**src/rtl/racer_pkg.sv**
```systemverilog
// Shared encodings for the racer game-flow blocks: screen states and control schemes.
package racer_pkg;

    localparam logic [2:0] SPLASH         = 3'd0;
    localparam logic [2:0] CAR_SELECT     = 3'd1;
    localparam logic [2:0] CONTROL_SELECT = 3'd2;
    localparam logic [2:0] COUNTDOWN      = 3'd3;
    localparam logic [2:0] GAME           = 3'd4;
    localparam logic [2:0] FINISH         = 3'd5;

    localparam logic CTRL_KEYBOARD = 1'b0;
    localparam logic CTRL_MOUSE    = 1'b1;

    typedef enum logic [2:0] {
        StSplash        = SPLASH,
        StCarSelect     = CAR_SELECT,
        StControlSelect = CONTROL_SELECT,
        StCountdown     = COUNTDOWN,
        StGame          = GAME,
        StFinish        = FINISH
    } state_t;

endpackage

```
**src/rtl/btn_edge.sv**
```systemverilog
// Registered rising-edge detector for a debounced button level.
module btn_edge (
    input  logic pclk,
    input  logic rst,
    input  logic level,
    output logic pulse
);

    logic prev_q;
    logic armed_q;
    logic pulse_q;

    // armed_q masks the first cycle after reset so a button held through reset is not an edge.
    always_ff @(posedge pclk) begin
        if (rst) begin
            prev_q  <= 1'b0;
            armed_q <= 1'b0;
            pulse_q <= 1'b0;
        end else begin
            prev_q  <= level;
            armed_q <= 1'b1;
            pulse_q <= level & ~prev_q & armed_q;
        end
    end

    assign pulse = pulse_q;

endmodule

```
**src/rtl/screen_sequencer.sv**
```systemverilog
// Racer game-flow controller: splash, car/control selection, countdown, race and finish screens.
module screen_sequencer
    import racer_pkg::*;
#(
    parameter int unsigned SPLASH_FRAMES = 180,
    parameter int unsigned DIGIT_FRAMES  = 60,
    parameter int unsigned FINISH_FRAMES = 300,
    parameter int unsigned NUM_CARS      = 4
) (
    input  logic       pclk,
    input  logic       rst,
    input  logic       frame_tick,
    input  logic       btn_next,
    input  logic       btn_prev,
    input  logic       btn_confirm,
    input  logic       race_finished,
    output logic       splash_visible,
    output logic       car_select_visible,
    output logic       control_select_visible,
    output logic       track_visible,
    output logic       player_visible,
    output logic       finish_visible,
    output logic [1:0] countdown_digit,
    output logic [1:0] car_sel,
    output logic       control_sel,
    output logic       player_enable,
    output logic       game_start
);

    localparam int unsigned COUNTDOWN_FRAMES = 3 * DIGIT_FRAMES;
    localparam int unsigned MAX_SF = (SPLASH_FRAMES > FINISH_FRAMES) ? SPLASH_FRAMES
                                                                     : FINISH_FRAMES;
    localparam int unsigned MAX_FRAMES = (MAX_SF > COUNTDOWN_FRAMES) ? MAX_SF : COUNTDOWN_FRAMES;
    localparam int unsigned CNT_W = (MAX_FRAMES > 2) ? $clog2(MAX_FRAMES) : 1;

    localparam logic [1:0]       LAST_CAR    = 2'(NUM_CARS - 1);
    localparam logic [CNT_W-1:0] SPLASH_LAST = CNT_W'(SPLASH_FRAMES - 1);
    localparam logic [CNT_W-1:0] CD_LAST     = CNT_W'(COUNTDOWN_FRAMES - 1);
    localparam logic [CNT_W-1:0] FINISH_LAST = CNT_W'(FINISH_FRAMES - 1);
    localparam logic [CNT_W-1:0] DIGIT2_AT   = CNT_W'(DIGIT_FRAMES);
    localparam logic [CNT_W-1:0] DIGIT1_AT   = CNT_W'(2 * DIGIT_FRAMES);

    logic next_edge, prev_edge, confirm_edge;

    btn_edge u_next_edge (
        .pclk  (pclk),
        .rst   (rst),
        .level (btn_next),
        .pulse (next_edge)
    );

    btn_edge u_prev_edge (
        .pclk  (pclk),
        .rst   (rst),
        .level (btn_prev),
        .pulse (prev_edge)
    );

    btn_edge u_confirm_edge (
        .pclk  (pclk),
        .rst   (rst),
        .level (btn_confirm),
        .pulse (confirm_edge)
    );

    state_t           state_q, state_d;
    logic [CNT_W-1:0] frame_cnt_q, frame_cnt_d;
    logic [1:0]       car_sel_q, car_sel_d;
    logic             control_sel_q, control_sel_d;

    logic splash_done, countdown_done, finish_done;
    assign splash_done    = frame_tick && (frame_cnt_q == SPLASH_LAST);
    assign countdown_done = frame_tick && (frame_cnt_q == CD_LAST);
    assign finish_done    = frame_tick && (frame_cnt_q == FINISH_LAST);

    always_comb begin
        state_d       = state_q;
        car_sel_d     = car_sel_q;
        control_sel_d = control_sel_q;
        case (state_q)
            StSplash: begin
                if (confirm_edge || splash_done) state_d = StCarSelect;
            end
            StCarSelect: begin
                // Confirm takes priority and freezes the selection for that cycle.
                if (confirm_edge) begin
                    state_d = StControlSelect;
                end else if (next_edge && !prev_edge) begin
                    car_sel_d = (car_sel_q == LAST_CAR) ? 2'd0 : car_sel_q + 2'd1;
                end else if (prev_edge && !next_edge) begin
                    car_sel_d = (car_sel_q == 2'd0) ? LAST_CAR : car_sel_q - 2'd1;
                end
            end
            StControlSelect: begin
                if (confirm_edge) begin
                    state_d = StCountdown;
                end else if (next_edge ^ prev_edge) begin
                    control_sel_d = (control_sel_q == CTRL_KEYBOARD) ? CTRL_MOUSE : CTRL_KEYBOARD;
                end
            end
            StCountdown: begin
                if (countdown_done) state_d = StGame;
            end
            StGame: begin
                if (race_finished) state_d = StFinish;
            end
            StFinish: begin
                if (confirm_edge || finish_done) state_d = StCarSelect;
            end
            default: begin
                state_d       = StSplash;
                car_sel_d     = 2'd0;
                control_sel_d = CTRL_KEYBOARD;
            end
        endcase

        if (state_d != state_q) begin
            frame_cnt_d = '0;
        end else if (frame_tick) begin
            frame_cnt_d = frame_cnt_q + CNT_W'(1);
        end else begin
            frame_cnt_d = frame_cnt_q;
        end
    end

    always_ff @(posedge pclk) begin
        if (rst) begin
            state_q       <= StSplash;
            frame_cnt_q   <= '0;
            car_sel_q     <= 2'd0;
            control_sel_q <= CTRL_KEYBOARD;
        end else begin
            state_q       <= state_d;
            frame_cnt_q   <= frame_cnt_d;
            car_sel_q     <= car_sel_d;
            control_sel_q <= control_sel_d;
        end
    end

    // Registered output decode; lags the state register by one cycle.
    logic [5:0] vis_d, vis_q;
    logic [1:0] digit_d, digit_q;
    logic       player_enable_d, player_enable_q;
    logic       game_start_d, game_start_q;

    always_comb begin
        vis_d           = 6'b000000;
        digit_d         = 2'd0;
        player_enable_d = 1'b0;
        game_start_d    = 1'b0;
        case (state_q)
            StSplash:        vis_d = 6'b100000;
            StCarSelect:     vis_d = 6'b010000;
            StControlSelect: vis_d = 6'b001000;
            StCountdown: begin
                vis_d = 6'b000110;
                if (frame_cnt_q < DIGIT2_AT) begin
                    digit_d = 2'd3;
                end else if (frame_cnt_q < DIGIT1_AT) begin
                    digit_d = 2'd2;
                end else begin
                    digit_d = 2'd1;
                end
            end
            StGame: begin
                vis_d           = 6'b000110;
                player_enable_d = 1'b1;
                game_start_d    = ~player_enable_q;
            end
            StFinish:        vis_d = 6'b000111;
            default:         vis_d = 6'b000000;
        endcase
    end

    always_ff @(posedge pclk) begin
        if (rst) begin
            vis_q           <= 6'b000000;
            digit_q         <= 2'd0;
            player_enable_q <= 1'b0;
            game_start_q    <= 1'b0;
        end else begin
            vis_q           <= vis_d;
            digit_q         <= digit_d;
            player_enable_q <= player_enable_d;
            game_start_q    <= game_start_d;
        end
    end

    assign splash_visible         = vis_q[5];
    assign car_select_visible     = vis_q[4];
    assign control_select_visible = vis_q[3];
    assign track_visible          = vis_q[2];
    assign player_visible         = vis_q[1];
    assign finish_visible         = vis_q[0];
    assign countdown_digit        = digit_q;
    assign car_sel                = car_sel_q;
    assign control_sel            = control_sel_q;
    assign player_enable          = player_enable_q;
    assign game_start             = game_start_q;

endmodule
```
**config.mk**
```make
export PLATFORM = sky130hd
export DESIGN_NAME = screen_sequencer
export DESIGN_NICKNAME = d
export VERILOG_FILES = /design/src/rtl/racer_pkg.sv /design/src/rtl/btn_edge.sv /design/src/rtl/screen_sequencer.sv
export SDC_FILE = /design/constraint.sdc
export NUM_CORES = 1
export LEC_CHECK = 0
export BUFFER_PORTS_ARGS = -buffer_cell sky130_fd_sc_hd__buf_2
export CAP_MARGIN = 20
export CELL_PAD_IN_SITES_DETAIL_PLACEMENT = 1
export CELL_PAD_IN_SITES_GLOBAL_PLACEMENT = 2
export CORE_UTILIZATION = 36
export DETAILED_ROUTE_END_ITERATION = 10
export PLACE_DENSITY = 0.89
export SETUP_SLACK_MARGIN = 0.05
export SYNTH_ARGS = -nofsm -noshare
export SYNTH_HDL_FRONTEND = slang
export SYNTH_SLANG_ARGS = --single-unit
export TNS_END_PERCENT = 10
```
**constraint.sdc**
```tcl
create_clock -name pclk -period 3.93 [get_ports pclk]
set_input_delay 0.786 -clock pclk [delete_from_list [all_inputs] [get_ports pclk]]
set_output_delay 0.786 -clock pclk [all_outputs]
set_load 0.01 [all_outputs]
```
==> impl_metrics.ini, run 1 <==
[run_status]
status = complete, no violations

[critical_path]
rr_startpoint = state_q[0]
critical_path.top_delay_family = compound AO/OA/AOI/OAI gates
critPathMaxFanout = 15
crit_required_ns = 4.15
cp.arrival_ns = 2.25
cp_num_buf_inv = 0
crit_type = register to register
endpoint_kind = register
crit_start = state_q[0]
worst_path_max_delay_cell = dfxtp_1
slowest_delay_ns = 0.64
path_cells = or3b_4, o32a_1, a2111o_1, a21oi_1
start_kind = register

[timing]
hold_viol_final = 0
finalCriticalPeriod_ns = 2.03
rsz0062_at_grt = no
finalMaxSlewViolations = 0
worst_pin_slew_ns = 0.746
fin_setup_tns_ns = 0
skew_ns = 0.00690
fmax_ghz = 0.492
setup_viol = 0
maxSlewHeadroom_pct = 50.3
timing.final.crit_share_pct = 51.7

[route]
dr.pass1.iters = 4
drc = 0
wl_met1_um = 1470
postRouteAntennaNets = 0
drtIter0Drc = 45
num_vias = 1143
top_layer_used = met4
wl_met3_um = 97
vias_per_cell = 5.39
wl_per_cell_um = 14.4
finalWirelength_um = 3060
met2_length_um = 1470

[placement]
place.gp.congestion = 0.806
post-dp-hpwl_um = 2160
port_buffers = 19

[yosys]
syn_inst = 145
async_flop_share_pct = 0
synth_most_common_cell = dfxtp_1
synth_fp_nets = 156
synthFlopType = dfxtp_1
ys_seq_area_share_pct = 46.1
yosysWarningCount = 0
post-synth-top-area-cell = dfxtp_1
syn_avg_cell_area_um2 = 9.28
synthTopCellsByCount = dfxtp_1 (31), nor3_1 (14), inv_1 (9), nor2_1 (8), nand2_1 (7)
synth_top_area_share_pct = 46.1
synth_area_leaders = dfxtp_1 (46%), nor3_1 (5.2%), ha_1 (3.7%), xnor2_1 (3.3%), xor2_1 (2.6%)
syn_area_um2 = 1350
yosysUniqueCellTypes = 38
yosys_register_bits = 31
synth_edf_count = 0

[clock_tree]
htree_levels = 2
clkLatencyLatePin_ns = 0.29
cts_resized = 0
cts_buffers = 5
clkSlewWorstSetupHoldPaths_ns = 0.07
cts-root-buf = clkbuf_8
cts_tree = yes
postCtsSetupBuffers = 0
clock_path_buffers = 2
numClockSinks = 31
cts_hold_buf = 0

[cells_and_area]
n_antenna_cell = 0
drive_above_1_share_pct = 17.5
area_growth_pct = 18.0
n_fill_cell = 423
nets = 176

[global_route]
grt_pass1_vias = 1139
grt_start_max_net_pins = 18
grt_pass1_wl_um = 5340
grt_use_total_pct = 17.5
antenna_found_initial = 0
grt-ovfl-total = 0

[die]
core_um2 = 3470
die_area_um2 = 3980
num_io_pins = 20
rows = 21
die_w_um = 63.1
start_util_pct = 38.8
die_h_um = 63.1

[run]
drv_cap = 0

[pwr]
leakagePower_nw = 0.628
ir_drop_v = 0.000204
p_total_uw = 683
p_per_area_nw_per_um2 = 430

[worst_hold_path]
worstHoldPathType = register to register
hp-start = player_enable
==> where the power goes <==
group	internal (mW)	switching, mW	total (mW)
Sequential	0.321	0.00613	0.327
Combinational	0.0134	0.0172	0.0307
Clock	0.205	0.120	0.325
==> sequential cells by signal (all words and copies together), names as in the netlist <==
register,count
countdown_digit,2
state_q,3
u_prev_edge.prev_q,1
player_enable,1
u_next_edge.pulse,1
u_next_edge.prev_q,1
u_confirm_edge.armed_q,1
control_sel,1
car_sel,2
frame_cnt_q,9
u_prev_edge.pulse,1
game_start,1
u_confirm_edge.pulse,1
u_confirm_edge.prev_q,1
vis_q,5
==> path summary, 6_finish.rpt <==
check,to,slack [ns],cells past startpoint
worst max-delay path,car_sel[0],1.90,4
worst min-delay path,game_start,0.41,1
worst max register to register,car_sel[0],1.90,4
worst min register to register,game_start,0.41,1
==> per-stage QoR <==
| step | hold WS (ns) | area (µm²) | std cells | worst slack, ns | utilization [%] |
|---|---|---|---|---|---|
| 3_5_place_dp | 0.413 | 1470 | 204 | 1.61 | 42.4 |
| 5_1_grt | 0.471 | 1590 | 212 | 1.78 | 45.8 |
| 2_1_floorplan | 0.469 | 1350 | 145 | 2.08 | - |
| 4_1_cts | 0.417 | 1590 | 212 | 1.89 | 45.8 |
| 3_3_place_gp | 0.400 | 1470 | 204 | 1.68 | 42.4 |
| 6_report | 0.408 | 1590 | 212 | 1.90 | 45.8 |
==> layout by cell type (no fill, tap or decap), types with 2 or more instances in the layout <==
cell type,synthesis,routed
ha_1,4,4
and2_1,2,2
xnor2_1,5,5
a22oi_1,2,2
a21oi_1,6,6
nand3_1,2,2
nor3b_1,4,4
buf_2,1,19
and3b_1,3,3
a2111o_1,2,2
nand2b_1,2,2
nor2_1,8,8
nor2b_1,4,4
nor3_1,14,14
nand4_1,4,4
mux2i_1,2,2
clkbuf_8,0,6
xor2_1,4,4
inv_1,9,9
nor4_1,3,3
dfxtp_1,31,31
a211oi_1,2,2
o21ai_0,6,6
nand2_1,7,7
==> per-layer routing <==
metal	vias up	global-route usage (%)
li1	556	-
met1	566	22.2
met2	19	27.3
met3	2	5.43
met4	0	6.98
met5	-	0
==> layout make-up <==
cell class	count	area, µm²	share of cell area, %
well taps	46	57.6	3.62
inverters	9	33.8	2.13
repair buffers	19	95.1	5.99
clock buffers	6	82.6	5.20
multi-input cells	99	663	41.8
flip-flops and latches	31	621	39.1
clock inverters	2	35.0	2.21
==> cell families (layout without fill, tap and decap cells) <==
kind of cell / Yosys count / after routing / synth area share [%]
AOI/OAI and AO/OA: 26 / 26 / 13.3
muxes: 2 / 2 / 1.49
DFF: 31 / 31 / 46.1
adders and majority gates: 4 / 4 / 3.72
buffers and inverters: 15 / 36 / 4.56
xor gates and xnor gates: 9 / 9 / 5.86
and+or+nand+nor: 58 / 58 / 24.9
Power figures use the tool's default switching activity.
==> inputs of run 2 (changes only) <==
--- a/config.mk
+++ b/config.mk
@@ -9,9 +9,9 @@
 export CAP_MARGIN = 20
 export CELL_PAD_IN_SITES_DETAIL_PLACEMENT = 1
 export CELL_PAD_IN_SITES_GLOBAL_PLACEMENT = 2
-export CORE_UTILIZATION = 36
+export CORE_UTILIZATION = 34
 export DETAILED_ROUTE_END_ITERATION = 10
-export PLACE_DENSITY = 0.89
+export PLACE_DENSITY = 0.85
 export SETUP_SLACK_MARGIN = 0.05
 export SYNTH_ARGS = -nofsm -noshare
 export SYNTH_HDL_FRONTEND = slang
==> constraint.sdc (replaced) <==
create_clock -name pclk -period 1.9 [get_ports pclk]
set_input_delay 0.38 -clock pclk [delete_from_list [all_inputs] [get_ports pclk]]
set_output_delay 0.38 -clock pclk [all_outputs]
set_load 0.01 [all_outputs]
==> run 2 against run 1 <==
  * Die area is 5.7% higher
  * First-iteration DRC count is 22% lower
  * Combinational power is 140% higher
  * Final cell count is 4.2% higher
  * Sequential share of layout area is 0.99 points lower
  * Largest cell class unchanged
  * Routed wire length is 5.2% higher
==> impl_metrics.ini, run 2 (synthesis gave the netlist of run 1 again) <==
[run_status]
status = complete, no violations

[clock_tree]
numClockSinks = 31
clock_path_buffers = 2
cts_hold_buf = 0
postCtsSetupBuffers = 0
clkLatencyLatePin_ns = 0.28
htree_levels = 2
cts-root-buf = clkbuf_8
cts_tree = yes
cts_buffers = 5
cts_resized = 0
clkSlewWorstSetupHoldPaths_ns = 0.07

[cells_and_area]
reg_top3 = frame_cnt_q x9, vis_q x5, state_q x3
final_cell_mix = dfxtp_1 (31), buf_2 (19), nor3_1 (14)
drive_above_1_share_pct = 20.8
top_register = frame_cnt_q
final_util_pct = 43.8
final_common_cell = dfxtp_1
n_antenna_cell = 0
area_growth_pct = 21.1
largest_reg_flops = 9
nets = 183

[timing]
finalCriticalPeriod_ns = 1.66
worst_pin_slew_ns = 0.359
skew_ns = 0.00174
fin_setup_tns_ns = 0
rsz0062_at_grt = no
setup_viol = 0
fmax_ghz = 0.601
finalMaxSlewViolations = 0
maxSlewHeadroom_pct = 75.7
hold_viol_final = 0
timing.final.crit_share_pct = 87.6

[global_route]
grt_pass1_wl_um = 5820
grt_start_max_net_pins = 17
grt_pass1_vias = 1270
grt_use_total_pct = 18.0
grt-ovfl-total = 0
antenna_found_initial = 0

[critical_path]
crit_type = register to register
start_kind = register
cp.arrival_ns = 1.88
crit_required_ns = 2.12
endpoint_kind = register
critPathMaxFanout = 5

[worst_hold_path]
worstHoldPathType = input port to register

[pwr]
swShare_pct = 22.8
internal_power_mw = 1.03
p_comb_share_pct = 5.5
p_seq_share_pct = 50.6
p_per_area_nw_per_um2 = 817
switchingPower_uw = 304
leakagePower_nw = 0.653
ir_drop_v = 0.000387
clockPowerShare_pct = 43.9

[die]
die_h_um = 64.9
start_util_pct = 36.2
rows = 22
die_area_um2 = 4210
num_io_pins = 20
core_um2 = 3720
die_w_um = 64.9

[route]
dr.pass1.iters = 4
finalWirelength_um = 3220
postRouteAntennaNets = 0
wl_per_cell_um = 14.6
drtIter0Drc = 35
vias_per_cell = 5.18
num_vias = 1145
drc = 0

[placement]
port_buffers = 19
place.gp.congestion = 0.796
post-dp-hpwl_um = 2310

[run]
drv_cap = 0
## run 2: cell types whose count changed in the layout (fill, tap and decap cells not counted)
cell	delta
bufinv_16	-1
clkinvlp_4	+1
buf_4	+7
clkbuf_8	+1
clkinv_2	-1
## run 2: critical path: stages (launching register included)
cell	delay, ns
dfxtp_1	0.32
or3b_4	0.43
o32a_1	0.35
a2111o_1	0.36
a21oi_1	0.14
## run 2: path summary, 6_finish.rpt
| check | slack, ns | startpoint | cells after the start | end |
|---|---|---|---|---|
| worst max-delay path | 0.24 | state_q[2] | 4 | car_sel[0] |
| worst min register to register | 0.44 | player_enable | 1 | game_start |
| worst min-delay path | 0.35 | btn_prev | 2 | u_prev_edge.prev_q |
| worst max register to register | 0.24 | state_q[2] | 4 | car_sel[0] |
## run 2: power by group through the flow
stage | Sequential (mW) | Combinational (mW) | Clock, mW
global route | 0.675 | 0.0842 | 0.633
floorplan | 0.687 | 0.0454 | 0
global placement | 0.687 | 0.0710 | 0
CTS | 0.673 | 0.0745 | 0.599
detailed placement | 0.688 | 0.0739 | 0
finish | 0.673 | 0.0734 | 0.584
## run 2: per-layer routing
metal  track usage, %  wire length (µm)  up-vias
met4             4.44                29        0
met3             5.99                97        6
met1             21.8              1560      555
met5                0                 0        -
met2             30.2              1530       16
li1                 -                 -      568
## run 2: final cells by class
| type | count | area, µm² |
|---|---|---|
| clock buffers | 7 | 96.3 |
| clock inverters | 1 | 7.51 |
| fillers | 447 | 2090 |
| inverters | 9 | 33.8 |
| multi-input cells | 99 | 663 |
| flip-flops and latches | 31 | 621 |
| well taps | 48 | 60.1 |
| repair buffers | 26 | 148 |
## run 2: metrics by stage
| stage | hold WS [ns] | worst slack, ns | total power, mW | area (µm²) | cells |
|---|---|---|---|---|---|
| floorplan | 0.469 | 0.286 | 0.733 | 1350 | 145 |
| global placement | 0.406 | 0.312 | 0.758 | 1520 | 212 |
| detailed placement | 0.421 | 0.219 | 0.762 | 1520 | 212 |
| CTS | 0.356 | 0.179 | 1.35 | 1620 | 220 |
| global route | 0.361 | 0.0638 | 1.39 | 1630 | 221 |
| finish | 0.347 | 0.236 | 1.33 | 1630 | 221 |
